**src/rtl/lsu_mem_port.sv**
```systemverilog
// Load/store port between the pipeline memory stage and a word-wide data RAM.
// Handles one request at a time: loads extract and extend a byte, a halfword
// or a full word. Sub-word stores read the RAM word, merge the new lanes into
// it, then write the word back. Bad requests are answered with an error and
// never reach the RAM.
module lsu_mem_port #(
    parameter int ADDR_LEN = 16
) (
    input  logic        clk,
    input  logic        rst_n,
    input  logic        req_valid,
    output logic        req_ready,
    input  logic        req_we,
    input  logic [2:0]  req_funct3,
    input  logic [31:0] req_addr,
    input  logic [31:0] req_wdata,
    output logic        resp_valid,
    input  logic        resp_ready,
    output logic [31:0] resp_rdata,
    output logic        resp_err,
    output logic        ram_we,
    output logic [31:0] ram_addr,
    output logic [31:0] ram_wdata,
    input  logic [31:0] ram_rdata
);

    typedef enum logic [1:0] {
        IDLE,
        ACCESS,
        WRITE,
        RESP
    } state_t;

    state_t      state_q, state_d;
    logic        we_q, we_d;
    logic [2:0]  funct3_q, funct3_d;
    logic [31:0] addr_q, addr_d;
    logic [31:0] wdata_q, wdata_d;
    logic [31:0] rdata_q, rdata_d;
    logic [31:0] merged_q, merged_d;
    logic        err_q, err_d;

    logic        funct_bad;
    logic        misaligned;
    logic        out_of_window;
    logic        req_bad;
    logic [7:0]  sel_byte;
    logic [15:0] sel_half;
    logic [31:0] load_data;
    logic [31:0] merged_word;

    // Classify the incoming request: illegal width, misalignment or out-of-window address
    always_comb begin
        funct_bad     = 1'b0;
        misaligned    = 1'b0;
        out_of_window = ((req_addr >> (ADDR_LEN + 2)) != 32'd0);
        if (req_we) begin
            funct_bad = !((req_funct3 == 3'b000) || (req_funct3 == 3'b001) ||
                          (req_funct3 == 3'b010));
        end else begin
            funct_bad = (req_funct3 == 3'b011) || (req_funct3 == 3'b110) ||
                        (req_funct3 == 3'b111);
        end
        case (req_funct3[1:0])
            2'b01:   misaligned = req_addr[0];
            2'b10:   misaligned = (req_addr[1:0] != 2'b00);
            default: misaligned = 1'b0;
        endcase
        req_bad = funct_bad || misaligned || out_of_window;
    end

    // Pick the addressed byte/half lanes out of the RAM word and extend them for loads
    always_comb begin
        sel_byte = ram_rdata[7:0];
        case (addr_q[1:0])
            2'b00:   sel_byte = ram_rdata[7:0];
            2'b01:   sel_byte = ram_rdata[15:8];
            2'b10:   sel_byte = ram_rdata[23:16];
            default: sel_byte = ram_rdata[31:24];
        endcase
        sel_half = addr_q[1] ? ram_rdata[31:16] : ram_rdata[15:0];
        case (funct3_q)
            3'b000:  load_data = {{24{sel_byte[7]}}, sel_byte};
            3'b001:  load_data = {{16{sel_half[15]}}, sel_half};
            3'b100:  load_data = {24'd0, sel_byte};
            3'b101:  load_data = {16'd0, sel_half};
            default: load_data = ram_rdata;
        endcase
    end

    // Build the read-modify-write word for sub-word stores (little-endian lanes)
    always_comb begin
        merged_word = ram_rdata;
        if (funct3_q[1:0] == 2'b00) begin
            case (addr_q[1:0])
                2'b00:   merged_word[7:0]   = wdata_q[7:0];
                2'b01:   merged_word[15:8]  = wdata_q[7:0];
                2'b10:   merged_word[23:16] = wdata_q[7:0];
                default: merged_word[31:24] = wdata_q[7:0];
            endcase
        end else if (addr_q[1]) begin
            merged_word[31:16] = wdata_q[15:0];
        end else begin
            merged_word[15:0] = wdata_q[15:0];
        end
    end

    // Next-state logic: accept in IDLE, touch RAM in ACCESS/WRITE, hold the response in RESP
    always_comb begin
        state_d  = state_q;
        we_d     = we_q;
        funct3_d = funct3_q;
        addr_d   = addr_q;
        wdata_d  = wdata_q;
        rdata_d  = rdata_q;
        merged_d = merged_q;
        err_d    = err_q;
        ram_we   = 1'b0;
        case (state_q)
            IDLE: begin
                if (req_valid) begin
                    we_d     = req_we;
                    funct3_d = req_funct3;
                    addr_d   = req_addr;
                    wdata_d  = req_wdata;
                    rdata_d  = 32'd0;
                    err_d    = req_bad;
                    state_d  = req_bad ? RESP : ACCESS;
                end
            end
            ACCESS: begin
                if (!we_q) begin
                    rdata_d = load_data;
                    state_d = RESP;
                end else if (funct3_q == 3'b010) begin
                    ram_we  = 1'b1;
                    state_d = RESP;
                end else begin
                    merged_d = merged_word;
                    state_d  = WRITE;
                end
            end
            WRITE: begin
                ram_we  = 1'b1;
                state_d = RESP;
            end
            RESP: begin
                if (resp_ready) begin
                    state_d = IDLE;
                end
            end
            default: state_d = IDLE;
        endcase
    end

    // State and request registers; reset returns the port to a clean idle state at once
    always_ff @(posedge clk or negedge rst_n) begin
        if (!rst_n) begin
            state_q  <= IDLE;
            we_q     <= 1'b0;
            funct3_q <= 3'b000;
            addr_q   <= 32'd0;
            wdata_q  <= 32'd0;
            rdata_q  <= 32'd0;
            merged_q <= 32'd0;
            err_q    <= 1'b0;
        end else begin
            state_q  <= state_d;
            we_q     <= we_d;
            funct3_q <= funct3_d;
            addr_q   <= addr_d;
            wdata_q  <= wdata_d;
            rdata_q  <= rdata_d;
            merged_q <= merged_d;
            err_q    <= err_d;
        end
    end

    assign req_ready  = (state_q == IDLE);
    assign resp_valid = (state_q == RESP);
    assign resp_rdata = rdata_q;
    assign resp_err   = err_q;
    assign ram_addr   = {addr_q[31:2], 2'b00};
    assign ram_wdata  = (state_q == WRITE) ? merged_q : wdata_q;

endmodule

```
**config.mk**
```make
export PLATFORM = sky130hd
export DESIGN_NAME = lsu_mem_port
export DESIGN_NICKNAME = d
export VERILOG_FILES = /design/src/rtl/lsu_mem_port.sv
export SDC_FILE = /design/constraint.sdc
export NUM_CORES = 1
export LEC_CHECK = 0
export CAP_MARGIN = 20
export CORE_AREA = 4 4 127 129
export DETAILED_ROUTE_END_ITERATION = 16
export DIE_AREA = 0 0 131 133
export GPL_ROUTABILITY_DRIVEN = 0
export HOLD_SLACK_MARGIN = 0.15
export PLACE_DENSITY = 0.79
export SLEW_MARGIN = 0
export SYNTH_ARGS = -nofsm -noshare
export SYNTH_HDL_FRONTEND = slang
export SYNTH_SLANG_ARGS = --single-unit
export TNS_END_PERCENT = 50
```
**constraint.sdc**
```tcl
create_clock -name clk -period 2.6 [get_ports clk]
set_input_delay 0.52 -clock clk [delete_from_list [all_inputs] [get_ports clk]]
set_output_delay 0.52 -clock clk [all_outputs]
set_load 0.03 [all_outputs]
```
==> results.md, run 1 <==
- Worst Setup Start Kind: flip-flop
- Post-Route Setup TNS: 0 ns
- Worst rel slew slack: 63.5%
- Clk_skew: 0.00400 ns
- CTS Buf Count: 17
- Bufs and invs on worst path: 3
- Crit path time final: 2.47 ns
- Post-synth EDFFs: 0
- DRT Pass-1 Iters: 5
- Final Instance Area: 9540 um2
- Met3 GRT Util: 6.58%
- Total GRT Usage: 23.7%
- CTS max path bufs: 2
- RSZ-0062 raised after global routing: no
- Detail Route Antenna Nets: 0
- Sequential power share: 28.5%
- Switching portion of total power: 43.4%
- GRT overflow: 0
- Fmax: 405 MHz
- GRT Max-Usage Layer: met2
- Most common cell after layout, fill and taps aside: clkdlybuf4s50_1
- Vias in the first global route: 5,951
- Reg clk slew, reported paths: 0.06 ns
- CP Launch Point: state_q[0]
- Critical hold path startpoint: resp_rdata[7]
- Gate Count Post-Synth: 646
- Post-synthesis mux area share: 19.3%
- Fill cells: 1,159
- Min-Delay Path Class: flip-flop to flip-flop
- Number of antenna violations at the first check in global routing: 0
- Fin. max-slew vios: 0
- Pwr Density: 1410 nW/um2
- Worst Path Required: 2.08 ns
- Starting Density: 46.9%
- Status: completed
- CTS tree: yes
- Core footprint: 15,000 um2
- Final HPWL DP: 15,100 um
- Routed vias: 5,683
- Synth Cell Area: 7060 um2
- Htree depth: 4
- # rows: 45
- First-pass GRT wire length: 31,700 um
- Met1 GRT Util: 30.2%
- Final hold vios: 0
- Later-pin clock latency in the skew report: 0.41 ns
- Yosys cell types: 45
- Met2 Use GR: 38.0%
- Setup crit end kind: primary output
- Share of cells above drive strength 1: 23.0%
- # setup viols final: 0
- Synth-to-layout area growth: 35.2%
- Final worst path period share: 94.9%
- Setup Buffers After CTS: 0
- Die height: 133 um
- Worst path max stage delay: 0.41 ns
- Die area: 17,400 um2
- Drt total wl: 20,300 um
- Clock group share of total power: 16.3%
- Syn avg cell area: 10.9 um2
- Peak VDD IR: 0.872 mV
- Die width: 131 um
- Adder-Cell Fraction of Synth Area: 1.42%
- Combinational Power Share: 55.2%
- Reg-to-reg startpoint: state_q[1]
- YS warnings: 0
- Worst Max-Slew Pin Slew: 0.547 ns
- Primary FF master, synth: dfrtp_1
- Crit path kind: flip-flop to primary output
- Vias per cell: 5.60
- Final nets: 930
- Ant. Diodes: 0
- Commonest cells after routing, fill and taps aside: clkdlybuf4s50_1 (166), dfrtp_1 (135), mux2_2 (97)
- Initial DRC Count: 388
- I/O Buffers: 201
- Pleak: 4.09 nW
- Largest family of logic cells by synthesized area: multiplexers
- CP top delay family: buffers and inverters
- DR WL/cell: 20.0 um
- Post-synthesis sequential area ratio: 47.9%
- Psw: 5.82 mW
- Dpl cell area: 8990 um2
- Largest net degree at the start of global routing: 65
- Slowest cell on the critical path: dfrtp_1
- CP Cell Sequence: inv_2, ha_4, buf_12, mux2_2, clkdlybuf4s15_1
- Root Driver: clkbuf_16
- Simple-gate share of the synthesized area: 11.1%
- Max-cap viol count: 0
- I/O pins: 204
- Int Power: 7.60 mW
- Post-synthesis compound-gate area fraction: 13.0%
- Synth Area in XOR/XNOR: 0%
- Async S/R FF share, synth: 100%
- Worst-path maximum fanout: 15
- # DRC: 0
- TritonCTS Sinks: 135
- Arrival time at the worst endpoint: 1.95 ns
- Post-synthesis register bit count: 135
[power groups by stage]
stage	Combinational [mW]	Sequential (mW)	Clock [mW]
5_1_grt	7.93	3.93	2.33
2_1_floorplan	5.19	3.74	0
6_report	7.41	3.82	2.19
3_5_place_dp	7.42	3.84	0
3_3_place_gp	7.24	3.78	0
4_1_cts	7.43	3.81	2.23
[flip-flops by register name (all words and copies together) (netlist names)]
name / cells
resp_err: 1
addr_q: 32
funct3_q: 3
merged_q: 32
resp_rdata: 32
wdata_q: 32
state_q: 2
we_q: 1
[worst min-delay path, cell delays in order, from the launching register on]
cell and delay (ns):
dfrtp_1 0.34, nand2_1 0.05, o31ai_1 0.05
[metal layers]
layer / vias up / share of wire, %
met5: - / 0
met4: 0 / 2.7
met3: 42 / 8.3
met2: 269 / 49
met1: 2761 / 40
li1: 2611 / -
[cells in the mapped netlist (all sizes together) (5+ instances only)]
master	instances	area, um2
clkbuf	13	48.8
nand2b	14	87.6
a22oi	16	120
nor3	9	45.0
a31oi	17	119
inv	10	37.5
nor2b	9	56.3
or4b	7	70.1
mux2	97	1090
nand2	81	304
nor4	5	31.3
nor2	14	60.1
ha	8	100
mux2i	25	250
dfrtp	135	3380
o211ai	10	75.1
o21ai	70	362
buf	60	425
o2bb2ai	14	123
[repair_timing]
| action | 4_1_cts | 5_1_grt |
|---|---|---|
| gates cloned | 1 | 0 |
| gates resized for setup | 23 | 23 |
| hold endpoints to repair | 54 | 0 |
| setup endpoints to repair | 15 | 31 |
| hold buffers | 1 | 0 |
[cell families after synthesis]
family	after synthesis
multiplexers	123
buffers and inverters	83
AO/OA/AOI/OAI	142
AND/OR/NAND/NOR	154
other	1
flip-flops	135
adder cells (fa/ha/maj)	8
[stage by stage]
step | setup slack [ns] | power (mW) | util, % | hold slack (ns) | std cells
5_1_grt | 0.0313 | 14.2 | 63.4 | 0.501 | 1015
2_1_floorplan | 0.454 | 8.93 | - | 0.224 | 647
3_5_place_dp | 0.0696 | 11.3 | 59.8 | 0.472 | 984
3_3_place_gp | 0.200 | 11.0 | 59.8 | 0.464 | 984
4_1_cts | 0.00234 | 13.5 | 63.6 | 0.484 | 1014
6_report | 0.134 | 13.4 | 63.4 | 0.480 | 1015
[area by class of cell]
class | count | area, um2 | share of cell area [%]
Inverter | 10 | 37.5 | 0.394
Multi-Input combinational cell | 429 | 3190 | 33.4
Sequential cell | 135 | 3380 | 35.4
Timing Repair Buffer | 225 | 2170 | 22.7
Clock inverter | 5 | 50.0 | 0.525
Clock buffer | 23 | 478 | 5.01
Tap cell | 188 | 235 | 2.47
[path summary, 6_finish.rpt]
kind	endpoint	slack [ns]	cells past startpoint
max in group asynchronous	wdata_q[31]	1.23	3
setup / recovery	ram_wdata[19]	0.13	5
setup reg to reg	resp_rdata[0]	0.47	8
min in group asynchronous	merged_q[9]	0.63	2
hold / removal	resp_rdata[7]	0.48	2
hold reg to reg	resp_rdata[7]	0.48	2
(Power assumes the default switching activity.)
==> inputs of run 2 (changes only) <==
REMOVE_ABC_BUFFERS = 1   (was unset)
==> run 2 against run 1 <==
Net effect:
- first-iteration DRC count increased by 3.4%
- hold slack better by 0.0032 ns
- sequential power hardly changed
- flip-flop and latch count did not move
- critical endpoint is now ram_wdata[28]
==> results.md, run 2 (synthesis results as in run 1) <==
- Status: completed
- Root Driver: clkbuf_16
- Combinational Power Share: 53.7%
- Pleak: 4.11 nW
- CP top delay family: buffers and inverters
- Fmax: 399 MHz
- # setup viols final: 0
- Setup crit end kind: primary output
- I/O pins: 204
- Reg-to-reg startpoint: addr_q[1]
- CTS max path bufs: 2
- Setup WS pre-CTS: 0.185 ns
- Htree depth: 4
- Commonest cells after routing, fill and taps aside: clkdlybuf4s50_1 (166), dfrtp_1 (135), mux2_2 (97)
- Worst-path maximum fanout: 18
- Post-Route Setup TNS: 0 ns
- Die height: 133 um
- # rows: 45
- Number of antenna violations at the first check in global routing: 0
- CP Cell Sequence: inv_1, ha_4, buf_12, mux2_2, clkdlybuf4s15_2
- Routed vias: 5,629
- Psw: 5.94 mW
- Sequential power share: 27.5%
- TritonCTS Sinks: 135
- Max-cap viol count: 0
- I/O Buffers: 201
- # DRC: 0
- Slowest cell on the critical path: dfrtp_1
- Most common cell after layout, fill and taps aside: clkdlybuf4s50_1
- Ant. Diodes: 0
- R2R cell count: 4
- Worst path max stage delay: 0.40 ns
- Reg2reg end: resp_rdata[21]
- Vias in the first global route: 6,137
- PnR Total Power: 13.9 mW
- Fin. max-slew vios: 0
- DR WL/cell: 19.8 um
- Int Power: 7.92 mW
- Final hold vios: 0
- Core footprint: 15,000 um2
- CTS Buf Count: 17
- GRT overflow: 0
- Drt total wl: 20,100 um
- Reg clk slew, reported paths: 0.06 ns
- Die area: 17,400 um2
- Detail Route Antenna Nets: 0
- Arrival time at the worst endpoint: 1.99 ns
- Final nets: 922
- Starting Density: 46.9%
- Worst Path Required: 2.08 ns
- Dpl cell area: 9020 um2
- Bufs and invs on worst path: 3
- First-pass GRT wire length: 31,800 um
- Vias per cell: 5.57
- Final HPWL DP: 14,200 um
- Multi-input gate area: 3190 um2
- Worst Setup Start Kind: flip-flop
- Initial DRC Count: 401
- DRT Pass-1 Iters: 5
- Critical hold path startpoint: merged_q[1]
- Clock group share of total power: 18.8%
- Crit path time final: 2.51 ns
- Total GRT Usage: 23.4%
- Worst rel slew slack: 44.3%
- Switching portion of total power: 42.9%
- RSZ-0062 raised after global routing: no
- Largest net degree at the start of global routing: 65
- Final Instance Area: 9680 um2
- Synth-to-layout area growth: 37.2%
- Fill cells: 1,122
- Die width: 131 um
- CTS tree: yes
- Clk_skew: 0.00791 ns
- Peak VDD IR: 0.904 mV
- WHS Path Cells: 2
- Final worst path period share: 96.4%
- Reg2reg setup slack: 0.45 ns
- Share of cells above drive strength 1: 23.1%
- Min-Delay Path Class: flip-flop to flip-flop
- Fin worst setup slack: 0.0946 ns
- Later-pin clock latency in the skew report: 0.42 ns
- Register area: 3380 um2
- Layout Utilization: 64.4%
- Pwr Density: 1430 nW/um2
- Hold endpoint: merged_q[1]
- Worst Max-Slew Pin Slew: 0.835 ns
- Crit path kind: flip-flop to primary output
==> run 2: cell types whose count changed in the layout (fill, tap and decap cells not counted), sizes merged <==
| cell | delta |
|---|---|
| clkdlybuf4s15 | +11 |
| inv | +2 |
| clkbuf | -12 |
| dlygate4sd2 | -1 |
| bufinv | +3 |
| bufbuf | -1 |
| clkinvlp | +1 |
| buf | -10 |
| clkinv | +3 |
==> run 2: area by class of cell <==
class	count	area share [%]
tap	188	2.43
multi-input combinational	429	32.9
timing repair buffer	217	22.8
clock inverter	14	2.05
sequential	135	34.9
inverter	10	0.388
clock buffer	18	4.54
==> run 2: power groups by stage <==
stage	clock network [mW]	registers (mW)	logic (mW)
2_1_floorplan	0	4.41	3.93
3_3_place_gp	0	3.76	7.31
3_5_place_dp	0	3.83	7.51
4_1_cts	2.64	3.81	7.50
5_1_grt	2.76	3.93	7.99
6_report	2.60	3.82	7.44
==> run 2: worst max-delay path by stage <==
stage,slack [ns],depth (start not counted),endpoint,from
5_1_grt,0.01,5,ram_wdata[28],state_q[0]
3_3_place_gp,0.22,5,ram_wdata[31],state_q[0]
2_1_floorplan,-0.61,5,resp_rdata[23],state_q[0]
3_5_place_dp,0.18,5,ram_wdata[23],state_q[0]
4_1_cts,0.003,5,ram_wdata[16],state_q[0]
6_report,0.09,5,ram_wdata[28],state_q[0]
==> run 2: metrics by stage <==
stage / instances / hold slack [ns]
after floorplan: 574 / 0.224
after global placement: 978 / 0.460
after detailed placement: 978 / 0.472
after CTS: 1011 / 0.489
after global routing: 1011 / 0.513
final: 1011 / 0.483
==> run 2: per-layer routing <==
| metal | routed length, um | global-route usage, % |
|---|---|---|
| met5 | 0 | 0 |
| met4 | 347 | 6.80 |
| met3 | 1650 | 8.36 |
| met2 | 9890 | 38.4 |
| met1 | 8190 | 29.0 |
==> run 2: repair_timing <==
item,4_1_cts,5_1_grt
endpoints found under the hold margin,56,0
setup endpoints to repair,18,19
hold buffers,1,0
resized for setup,51,5
buffers inserted,0,0
==> run 2: worst reg2reg max path, delay by kind of cell, from the launching register on <==
kind,cells,cell delay (ns)
flip-flops,1,0.52
buffers and inverters,1,0.41
AO/OA/AOI/OAI,3,1.05
==> inputs of run 3 (changes only) <==
MAX_ROUTING_LAYER = met4   (was unset)
==> run 3 against run 2 <==
Net effect:
- clock skew is essentially flat
- fmax is essentially flat
- count of clock-buffer cells in the layout is the same
- critical endpoint unchanged
==> results.md, run 3 (synthesis results as in run 1) <==
- Status: completed
- DR WL/cell: 19.9 um
- Min-Delay Path Class: flip-flop to flip-flop
- Total GRT Usage: 24.1%
- Worst rel slew slack: 44.3%
- Met2 wire length: 9890 um
- First-pass GRT wire length: 31,800 um
- Non-filler cells, final: 1,011
- Switching portion of total power: 42.9%
- Share of cells above drive strength 1: 23.1%
- Detail Route Antenna Nets: 0
- # setup viols final: 0
- Final worst path period share: 96.4%
- RSZ-0062 raised after global routing: no
- Later-pin clock latency in the skew report: 0.42 ns
- Worst-path maximum fanout: 18
- Most common cell after layout, fill and taps aside: clkdlybuf4s50_1
- Worst Path Required: 2.08 ns
- Htree depth: 4
- Setup Buffers After CTS: 0
- Fin. max-slew vios: 0
- Final Instance Area: 9680 um2
- Ant. Diodes: 0
- Reg clk slew, reported paths: 0.06 ns
- DRT Pass-1 Iters: 4
- Fmax: 399 MHz
- Starting Density: 46.9%
- Crit path time final: 2.51 ns
- Largest net degree at the start of global routing: 65
- Routed vias: 5,630
- Arrival time at the worst endpoint: 1.99 ns
- # DRC: 0
- Vias per cell: 5.57
- Setup crit end kind: primary output
- Peak VDD IR: 0.909 mV
- Worst Max-Slew Pin Slew: 0.835 ns
- Number of antenna violations at the first check in global routing: 0
- Initial DRC Count: 400
- Pleak: 4.11 nW
- Root Driver: clkbuf_16
- Die area: 17,400 um2
- Met3 routed WL: 1490 um
- Clock group share of total power: 18.8%
- Drt total wl: 20,200 um
- I/O Buffers: 201
- TritonCTS Sinks: 135
- Vias in the first global route: 6,132
- CTS tree: yes
- Commonest cells after routing, fill and taps aside: clkdlybuf4s50_1 (166), dfrtp_1 (135), mux2_2 (97)
- Wl on met1: 8440 um
- CTS max path bufs: 2
- Final nets: 922
- Die width: 131 um
- Top Layer Used: met4
- Dpl cell area: 9020 um2
- GRT overflow: 0
- Core footprint: 15,000 um2
- Clk_skew: 0.00808 ns
- Final HPWL DP: 14,200 um
- Post-Place Cells: 978
- Sequential power share: 27.5%
- Max-cap viol count: 0
- Die height: 133 um
- Synth-to-layout area growth: 37.2%
- Pwr Density: 1430 nW/um2
- I/O pins: 204
- Worst Setup Start Kind: flip-flop
- Combinational Power Share: 53.7%
- # rows: 45
- CTS Buf Count: 17
- Final hold vios: 0
- Int Power: 7.92 mW
- Crit path kind: flip-flop to primary output
- Psw: 5.95 mW
==> run 3: what timing repair did <==
action                     4_1_cts  5_1_grt
hold endpoints to repair        56        0
hold buffers                     1        0
resized for setup               51        5
pin swaps                        0        0
cloned                           0        0
setup endpoints to repair       18       19
==> run 3: power groups by stage <==
stage | clock network, mW | logic (mW) | registers (mW)
2_1_floorplan | 0 | 3.93 | 4.41
3_3_place_gp | 0 | 7.31 | 3.76
3_5_place_dp | 0 | 7.51 | 3.83
4_1_cts | 2.64 | 7.50 | 3.81
5_1_grt | 2.76 | 7.99 | 3.93
6_report | 2.60 | 7.45 | 3.81
==> run 3: worst paths after layout <==
kind                                  start             end  slack (ns)  cells past startpoint
worst max-delay path             state_q[0]   ram_wdata[28]        0.09                      5
worst min-delay path            merged_q[1]     merged_q[1]        0.48                      2
worst max register to register    addr_q[1]  resp_rdata[21]        0.45                      4
worst min register to register  merged_q[1]     merged_q[1]        0.48                      2
max in group asynchronous             rst_n     wdata_q[28]        1.25                      3
min in group asynchronous             rst_n      addr_q[10]        0.67                      2
==> run 3: critical path: stages (launching register included) <==
cell	delay, ns
dfrtp_1	0.40
inv_1	0.17
ha_4	0.19
buf_12	0.16
mux2_2	0.35
clkdlybuf4s15_2	0.28
==> run 3: area by class of cell <==
| cell class | instances | area, um2 |
|---|---|---|
| multi-input cells | 429 | 3190 |
| repair buffers | 217 | 2200 |
| flip-flops and latches | 135 | 3380 |
| inverters | 10 | 37.5 |
| fillers | 1122 | 5350 |
| clock inverters | 14 | 199 |
| clock buffers | 18 | 439 |
| well taps | 188 | 235 |
==> run 3: metal layers <==
| layer | vias up | GRT usage [%] |
|---|---|---|
| met4 | 0 | 6.80 |
| met2 | 203 | 38.5 |
| met3 | 23 | 7.19 |
| met5 | - | - |
| met1 | 2796 | 29.8 |
| li1 | 2608 | - |
==> run 3: per-stage QoR <==
stage	hold WS (ns)	setup slack [ns]	TNS [ns]	power (mW)	utilization, %
finish	0.483	0.0944	0	13.9	64.4
global route	0.513	0.0138	0	14.7	64.4
CTS	0.489	0.00261	0	13.9	64.4
detailed placement	0.472	0.185	0	11.3	60.0
global placement	0.460	0.220	0	11.1	60.0
floorplan	0.224	-0.606	-39.51	8.34	-
